<file path="src/rtl/mem_read_arbiter_rr.sv">
`default_nettype none
// ============================================================================
//  Module      : mem_read_arbiter_rr
//  Description : N-master to single AXI read-port arbiter. One transaction is
//                outstanding at a time. Grants go round-robin or to the lowest
//                index. Beat accounting raises a sticky protocol-error flag.
//  Revision    : 1.0  initial release
// ============================================================================
module mem_read_arbiter_rr #(
  parameter int MASTERS    = 9,
  parameter int ADDR_WIDTH = 26,
  parameter int DATA_WIDTH = 32,
  parameter int RR_MODE    = 1
) (
  input  logic                          clk,
  input  logic                          rst,
  // master side
  input  logic [MASTERS-1:0]            m_arvalid,
  input  logic [MASTERS*ADDR_WIDTH-1:0] m_araddr,
  input  logic [MASTERS*4-1:0]          m_arlen,
  output logic [MASTERS-1:0]            m_arready,
  output logic [MASTERS-1:0]            m_rvalid,
  output logic                          m_rlast,
  output logic [DATA_WIDTH-1:0]         m_rdata,
  input  logic [MASTERS-1:0]            m_rready,
  // AXI read address channel
  output logic                          ARVALID,
  output logic [3:0]                    ARID,
  output logic [3:0]                    ARLEN,
  output logic [ADDR_WIDTH-1:0]         ARADDR,
  input  logic                          ARREADY,
  // AXI read data channel
  input  logic                          RVALID,
  input  logic                          RLAST,
  input  logic [3:0]                    RID,
  input  logic [DATA_WIDTH-1:0]         RDATA,
  output logic                          RREADY,
  // status
  output logic                          err
);

  localparam logic [1:0] S_IDLE = 2'd0;
  localparam logic [1:0] S_ADDR = 2'd1;
  localparam logic [1:0] S_DATA = 2'd2;

  logic [1:0]            state;
  logic [1:0]            state_next;
  logic [3:0]            grant;
  logic [3:0]            rr_ptr;
  logic [3:0]            beat_cnt;
  logic [3:0]            len_q;
  logic [ADDR_WIDTH-1:0] addr_q;

  logic [3:0]            base;
  logic [3:0]            hi_idx;
  logic [3:0]            lo_idx;
  logic                  hi_found;
  logic [3:0]            next_grant;
  logic [ADDR_WIDTH-1:0] sel_addr;
  logic [3:0]            sel_len;
  logic                  rready_g;
  logic                  any_req;
  logic                  rid_match;
  logic                  beat_ok;
  logic                  stray;

  assign any_req   = |m_arvalid;
  assign rid_match = (RID == grant);
  // A matching beat is accepted only when the granted master is ready
  assign beat_ok   = (state == S_DATA) && RVALID && rid_match && rready_g;
  // Beats for any other ID are always drained so the bus cannot lock up
  assign stray     = (state == S_DATA) && RVALID && !rid_match;

  // Data and last are shared by all masters; m_rvalid selects the owner
  assign m_rdata = RDATA;
  assign m_rlast = RLAST;

  // Arbitration: lowest requester at/after base, else lowest requester overall
  always_comb begin
    base     = (RR_MODE != 0) ? rr_ptr : 4'd0;
    hi_found = 1'b0;
    hi_idx   = 4'd0;
    lo_idx   = 4'd0;
    for (int j = MASTERS - 1; j >= 0; j--) begin
      if (m_arvalid[j]) begin
        lo_idx = 4'(j);
        if (4'(j) >= base) begin
          hi_found = 1'b1;
          hi_idx   = 4'(j);
        end
      end
    end
    next_grant = hi_found ? hi_idx : lo_idx;
  end

  // Select request fields of the winner and the ready of the current owner
  always_comb begin
    sel_addr = '0;
    sel_len  = 4'd0;
    rready_g = 1'b0;
    for (int j = 0; j < MASTERS; j++) begin
      if (4'(j) == next_grant) begin
        sel_addr = m_araddr[j*ADDR_WIDTH +: ADDR_WIDTH];
        sel_len  = m_arlen[j*4 +: 4];
      end
      if (4'(j) == grant) begin
        rready_g = m_rready[j];
      end
    end
  end

  // State register
  always_ff @(posedge clk) begin
    if (rst) begin
      state <= S_IDLE;
    end else begin
      state <= state_next;
    end
  end

  // Next-state logic
  always_comb begin
    state_next = state;
    case (state)
      S_IDLE: if (any_req)           state_next = S_ADDR;
      S_ADDR: if (ARREADY)           state_next = S_DATA;
      S_DATA: if (beat_ok && RLAST)  state_next = S_IDLE;
      default:                       state_next = S_IDLE;
    endcase
  end

  // Output decode; everything handshake-related is forced low during reset
  always_comb begin
    ARVALID   = 1'b0;
    RREADY    = 1'b0;
    m_arready = '0;
    m_rvalid  = '0;
    ARID      = grant;
    ARADDR    = addr_q;
    ARLEN     = len_q;
    if (!rst) begin
      case (state)
        S_ADDR: begin
          ARVALID = 1'b1;
          for (int j = 0; j < MASTERS; j++) begin
            if (4'(j) == grant) m_arready[j] = ARREADY;
          end
        end
        S_DATA: begin
          RREADY = rid_match ? rready_g : 1'b1;
          for (int j = 0; j < MASTERS; j++) begin
            if (4'(j) == grant) m_rvalid[j] = RVALID && rid_match;
          end
        end
        default: ;
      endcase
    end
  end

  // Grant/request latch, beat counting, fairness pointer and error flag
  always_ff @(posedge clk) begin
    if (rst) begin
      grant    <= 4'd0;
      rr_ptr   <= 4'd0;
      beat_cnt <= 4'd0;
      len_q    <= 4'd0;
      addr_q   <= '0;
      err      <= 1'b0;
    end else begin
      if (state == S_IDLE && any_req) begin
        grant    <= next_grant;
        addr_q   <= sel_addr;
        len_q    <= sel_len;
        beat_cnt <= 4'd0;
      end
      if (beat_ok) begin
        beat_cnt <= beat_cnt + 4'd1;
        if (RLAST) begin
          // Early or late RLAST still completes the transaction
          if (beat_cnt != len_q) err <= 1'b1;
          if (RR_MODE != 0) begin
            rr_ptr <= (grant == 4'(MASTERS - 1)) ? 4'd0 : grant + 4'd1;
          end
        end else if (beat_cnt == len_q) begin
          // Final expected beat arrived without RLAST; keep waiting for it
          err <= 1'b1;
        end
      end
      if (stray) err <= 1'b1;
    end
  end

endmodule
`default_nettype wire

</file>
<file path="config.mk">
export PLATFORM = sky130hd
export DESIGN_NAME = mem_read_arbiter_rr
export DESIGN_NICKNAME = d
export VERILOG_FILES = /design/src/rtl/mem_read_arbiter_rr.sv
export SDC_FILE = /design/constraint.sdc
export NUM_CORES = 1
export LEC_CHECK = 0
export CORE_AREA = 2 2 162 164
export DETAILED_ROUTE_END_ITERATION = 12
export DIE_AREA = 0 0 164 166
export SYNTH_ARGS = -nofsm -noshare
export SYNTH_HDL_FRONTEND = slang
export SYNTH_SLANG_ARGS = --single-unit
</file>
<file path="constraint.sdc">
create_clock -name clk -period 7.5 [get_ports clk]
set_clock_uncertainty 0.05 [all_clocks]
set_input_delay 1.5 -clock clk [delete_from_list [all_inputs] [get_ports clk]]
set_output_delay 1.5 -clock clk [all_outputs]
set_load 0.05 [all_outputs]
</file>
After elaboration in Yosys (flattened, before gate mapping)
Cells that the tools add are included.
{"block": "totals", "register_bits": 45, "input_bits": 329, "out_inout_bits": 88, "word_cells": 174}
{"block": "classes", "add_sub_neg": 2, "magnitude_cmp": 9, "n_eq_ne": 26, "n_mux": 112, "n_reduce_logical": 18}
{"cell": "$mux 26", "n": 9}
{"cell": "$mux 4", "n": 40}
{"cell": "$mux 1", "n": 55}
{"cell": "$mux 9", "n": 4}
{"cell": "$eq 3x4->1 const A", "n": 8}
{"cell": "$eq 2x4->1 const A", "n": 4}
{"cell": "$ge 3x4->1 const A", "n": 4}
{"cell": "$reduce_or 9->1", "n": 1}
{"cell": "$add 4x1->4 const B", "n": 2}
{"cell": "$eq 1x4->1 const A", "n": 2}
{"cell": "$eq 4x4->1", "n": 2}
{"cell": "$eq 4x4->1 const A", "n": 2}
{"cell": "$ge 1x4->1 const A", "n": 2}
{"cell": "$ge 2x4->1 const A", "n": 2}
{"cell": "$logic_not 4->1", "n": 2}
{"cell": "$logic_and 1x1->1", "n": 7}
{"cell": "$mux 2", "n": 3}
{"cell": "$pmux 2 s3", "n": 1}
{"cell": "$reduce_and 3->1", "n": 2}
{"cell": "$eq 4x4->1 const B", "n": 1}
{"cell": "$ge 4x4->1 const A", "n": 1}
{"cell": "$ne 2x2->1 const B", "n": 2}
{"cell": "$ne 4x4->1", "n": 1}
{"cell": "$reduce_bool 2->1", "n": 2}
{"cell": "8 further kinds", "n": 8}

Logic depth before layout (Yosys ltp)
{"block": "depth", "depth_word": 30, "mapped_depth": 11}

Worst setup path before layout
Ideal clock, no wire load.
{"block": "synth_path", "kind": "input to output", "from": "input port rst", "to": "output port m_arready[2]", "arrival_ns": 4.784, "required_ns": 5.950, "path_slack_ns": 1.166, "path_stages": 4, "n_path_buf": 1, "cell_sequence": "clkbuf_1 nor3b_1 nand2_1 nor4_1"}
{"block": "synth_between", "elab_chain_cells": 1}
{"item": "start, declared", "line_no": "16", "source": "input logic rst,"}
{"item": "$mux 9", "line_no": "141", "source": "if (!rst) begin"}
{"item": "end, declared", "line_no": "21", "source": "output logic [MASTERS-1:0] m_arready,"}
Every way passes these cells.

Worst setup path after layout
{"block": "layout_path", "from": "input port rst", "to": "output port m_arready[3]"}
Same word-level chain as after synthesis.

==> out/results.ini <==
[place]
place_congestion=0.849
dp_hpwl_um=21600
portBuffers=352

[clock_tree]
clock_path_buffers=2
cts-root-buf=clkbuf_16
clkTransAtPathRegs_ns=0.08
cts_tree=yes
cts_sinks=45
hold_buffers=0
clk_latency_ns=0.30
postCtsResizedCells=0
h-tree-depth=2
post-cts-setup-buffer-count=0
numCtsBuffers=5

[yosys]
yosysTopAreaCell=dfxtp_1
ys_ff_latch=45
synth_cell_type_count=63
async_reset_ff_share_pct=0
yosys.area.top_type_share_pct=18.0
synth_most_common_cell=nand2_1
synth_nets=1005
ys_seq_area_share_pct=18.0
synth_edf_count=0
synthTopCellsByArea=dfxtp_1 (18%), buf_4 (5.7%), nand2_1 (5.2%)
yosysWarningCount=0
synthTopCellsByCount=nand2_1 (70), nor2_1 (47), dfxtp_1 (45)
netlist_area_mm2=0.00501
syn_avg_cell_area_um2=7.46
syn_inst=671
synth_ff_type=dfxtp_1

[die]
die_x_um=164
start_util_pct=19.5
dieArea_mm2=0.0272
boundaryPins=417
rows=59
core_mm2=0.0256
fp.dieH_um=166

[cells_and_area]
area_delta_synth_final_pct=74.8
fin_nets=1292
layout-drive-gt1-share_pct=7.09
diodes=0
nFillCells=2705
multi_input_area_mm2=0.00353
register_area_um2=901
post-route-util_pct=34.2

[critical_path]
ff2ff_path_depth=10
crit_top_cell=clkdlybuf4s50_1
critPathLaunchType=primary input
critPathRequiredTime_ns=5.95
crit_arrival_ns=4.15
reg2reg_slack_ns=3.50
cpPeakStageDelay_ns=0.79
crit_chain=clkdlybuf4s50_1 > nor3b_1 > nand2_1 > nor3_1 > and2_1 > clkdlybuf4s50_1
crit_type=primary input to output port
slowest_stage=clkdlybuf4s50_1
path_max_fanout=16
r2r-end=ARADDR[2]
cp-end-kind=output port
r2r-start=base[1]

[global_route]
antenna_found_initial=0
grt_max_degree=38
grt_pass1_wl_um=41800
grt_pass1_vias=6795
gr-usage-all-layers_pct=20.1
overflow=0

[route]
vias=6725
viasPerCell=5.20
drt_wl_total_um=28300
final_antenna_net_count=0
drtIter0Drc=450
wire_per_inst_um=21.9
drc_errors=0
firstDrtPassIters=5

[sta]
rsz0062_at_grt=false
fin_setup_tns_ns=0
tightest_slew_ns=1.07
hold_viol=0
slew_headroom_pct=28.9
min_period_over_period_pct=76.0
maxSlewViolCount=0
period_needed_ns=5.70
setup_viol=0
fmaxAchievable_ghz=0.175

[pwr]
ir_drop_mv=0.0761
finalPower_mw=1.12
power.leakage_nw=2.97
powerDensity_mw_per_mm2=128

[worst_hold_path]
min_from=ARADDR[5]
min_to=ARADDR[5]
whs_path_depth=2
hp-class=flip-flop to flip-flop

[outcome]
run_status=completed

[run]
maxCapViolCount=0

[power by group]
group | leakage (nW) | internal (mW) | switching (mW)
logic | 2.53 | 0.280 | 0.298
clock network | 0.0704 | 0.126 | 0.119
registers | 0.369 | 0.266 | 0.0309
total | 2.97 | 0.672 | 0.447
[state kept, by name, summed over array words and instances (netlist names)]
name	cells
beat_cnt	4
state	2
ARADDR	26
ARID	4
ARLEN	4
base	4
err	1
[how the worst max path moves through the flow]
stage               from      endpoint  slack [ns]  cells past startpoint
global placement     rst  m_arready[3]        1.86                      6
floorplan            rst  m_arready[2]        1.17                      4
CTS                  rst  m_arready[3]        1.75                      6
global route         rst  m_arready[3]        1.58                      6
detailed placement   rst  m_arready[3]        1.76                      6
finish               rst  m_arready[3]        1.80                      6
[cell usage in the layout, fill, tap and decap left out, types with 5 or more instances in the layout]
master / count
o21a_1: 14
nand3b_1: 7
nand3_1: 9
a311oi_1: 7
buf_4: 17
o31a_1: 12
inv_1: 26
a311o_1: 13
clkbuf_16: 5
o221ai_1: 16
o21ai_0: 30
o221a_2: 12
a22oi_1: 11
nor2b_1: 6
nand2b_1: 5
a21boi_0: 6
a2111oi_0: 6
a211oi_1: 18
clkdlybuf4s50_1: 352
a221o_1: 24
nor4_1: 5
dfxtp_1: 45
a21oi_1: 15
ha_1: 5
and2_1: 16
xnor2_1: 10
o31ai_1: 19
a32oi_1: 6
a2bb2oi_1: 5
mux2_2: 13
nor3_1: 44
a31oi_1: 5
nor2_1: 44
a221oi_1: 11
nand2_1: 70
[kinds of logic (layout without fill, tap and decap cells)]
family | after synthesis | count (layout) | synth area share, %
multiplexers | 16 | 16 | 3.52
XOR/XNOR | 10 | 10 | 1.75
buffers and inverters | 115 | 403 | 12.1
AND/OR/NAND/NOR | 228 | 228 | 22.8
adder cells (fa/ha/maj) | 5 | 5 | 1.25
AO/OA/AOI/OAI | 252 | 252 | 40.5
flip-flops | 45 | 45 | 18.0
[metrics by stage]
stage          cells  hold slack (ns)  area, um^2  setup WS (ns)
6_report        1294            0.428        8750           1.80
2_1_floorplan    671            0.423        5010           1.17
3_5_place_dp    1286            0.417        8600           1.76
5_1_grt         1294            0.465        8750           1.58
3_3_place_gp    1286            0.404        8600           1.86
4_1_cts         1294            0.428        8750           1.75
[metal layers]
layer / GRT usage [%] / wire length, um
met1: 25.8 / 12100
met2: 34.5 / 13400
met3: 4.27 / 2330
met4: 4.31 / 500
met5: 0 / 0
[critical path, delay by kind of cell]
family	cells	cell delay [ns]
buffers and inverters	2	1.51
and+or+nand+nor	4	1.13
[final cells by class]
cell class | count | area share (%)
flip-flops and latches | 45 | 10.3
inverters | 26 | 1.12
multi-input cells | 511 | 40.4
clock buffers | 5 | 1.43
well taps | 335 | 4.79
repair buffers | 369 | 41.7
clock inverters | 3 | 0.286
Power figures use the tool's default switching activity.
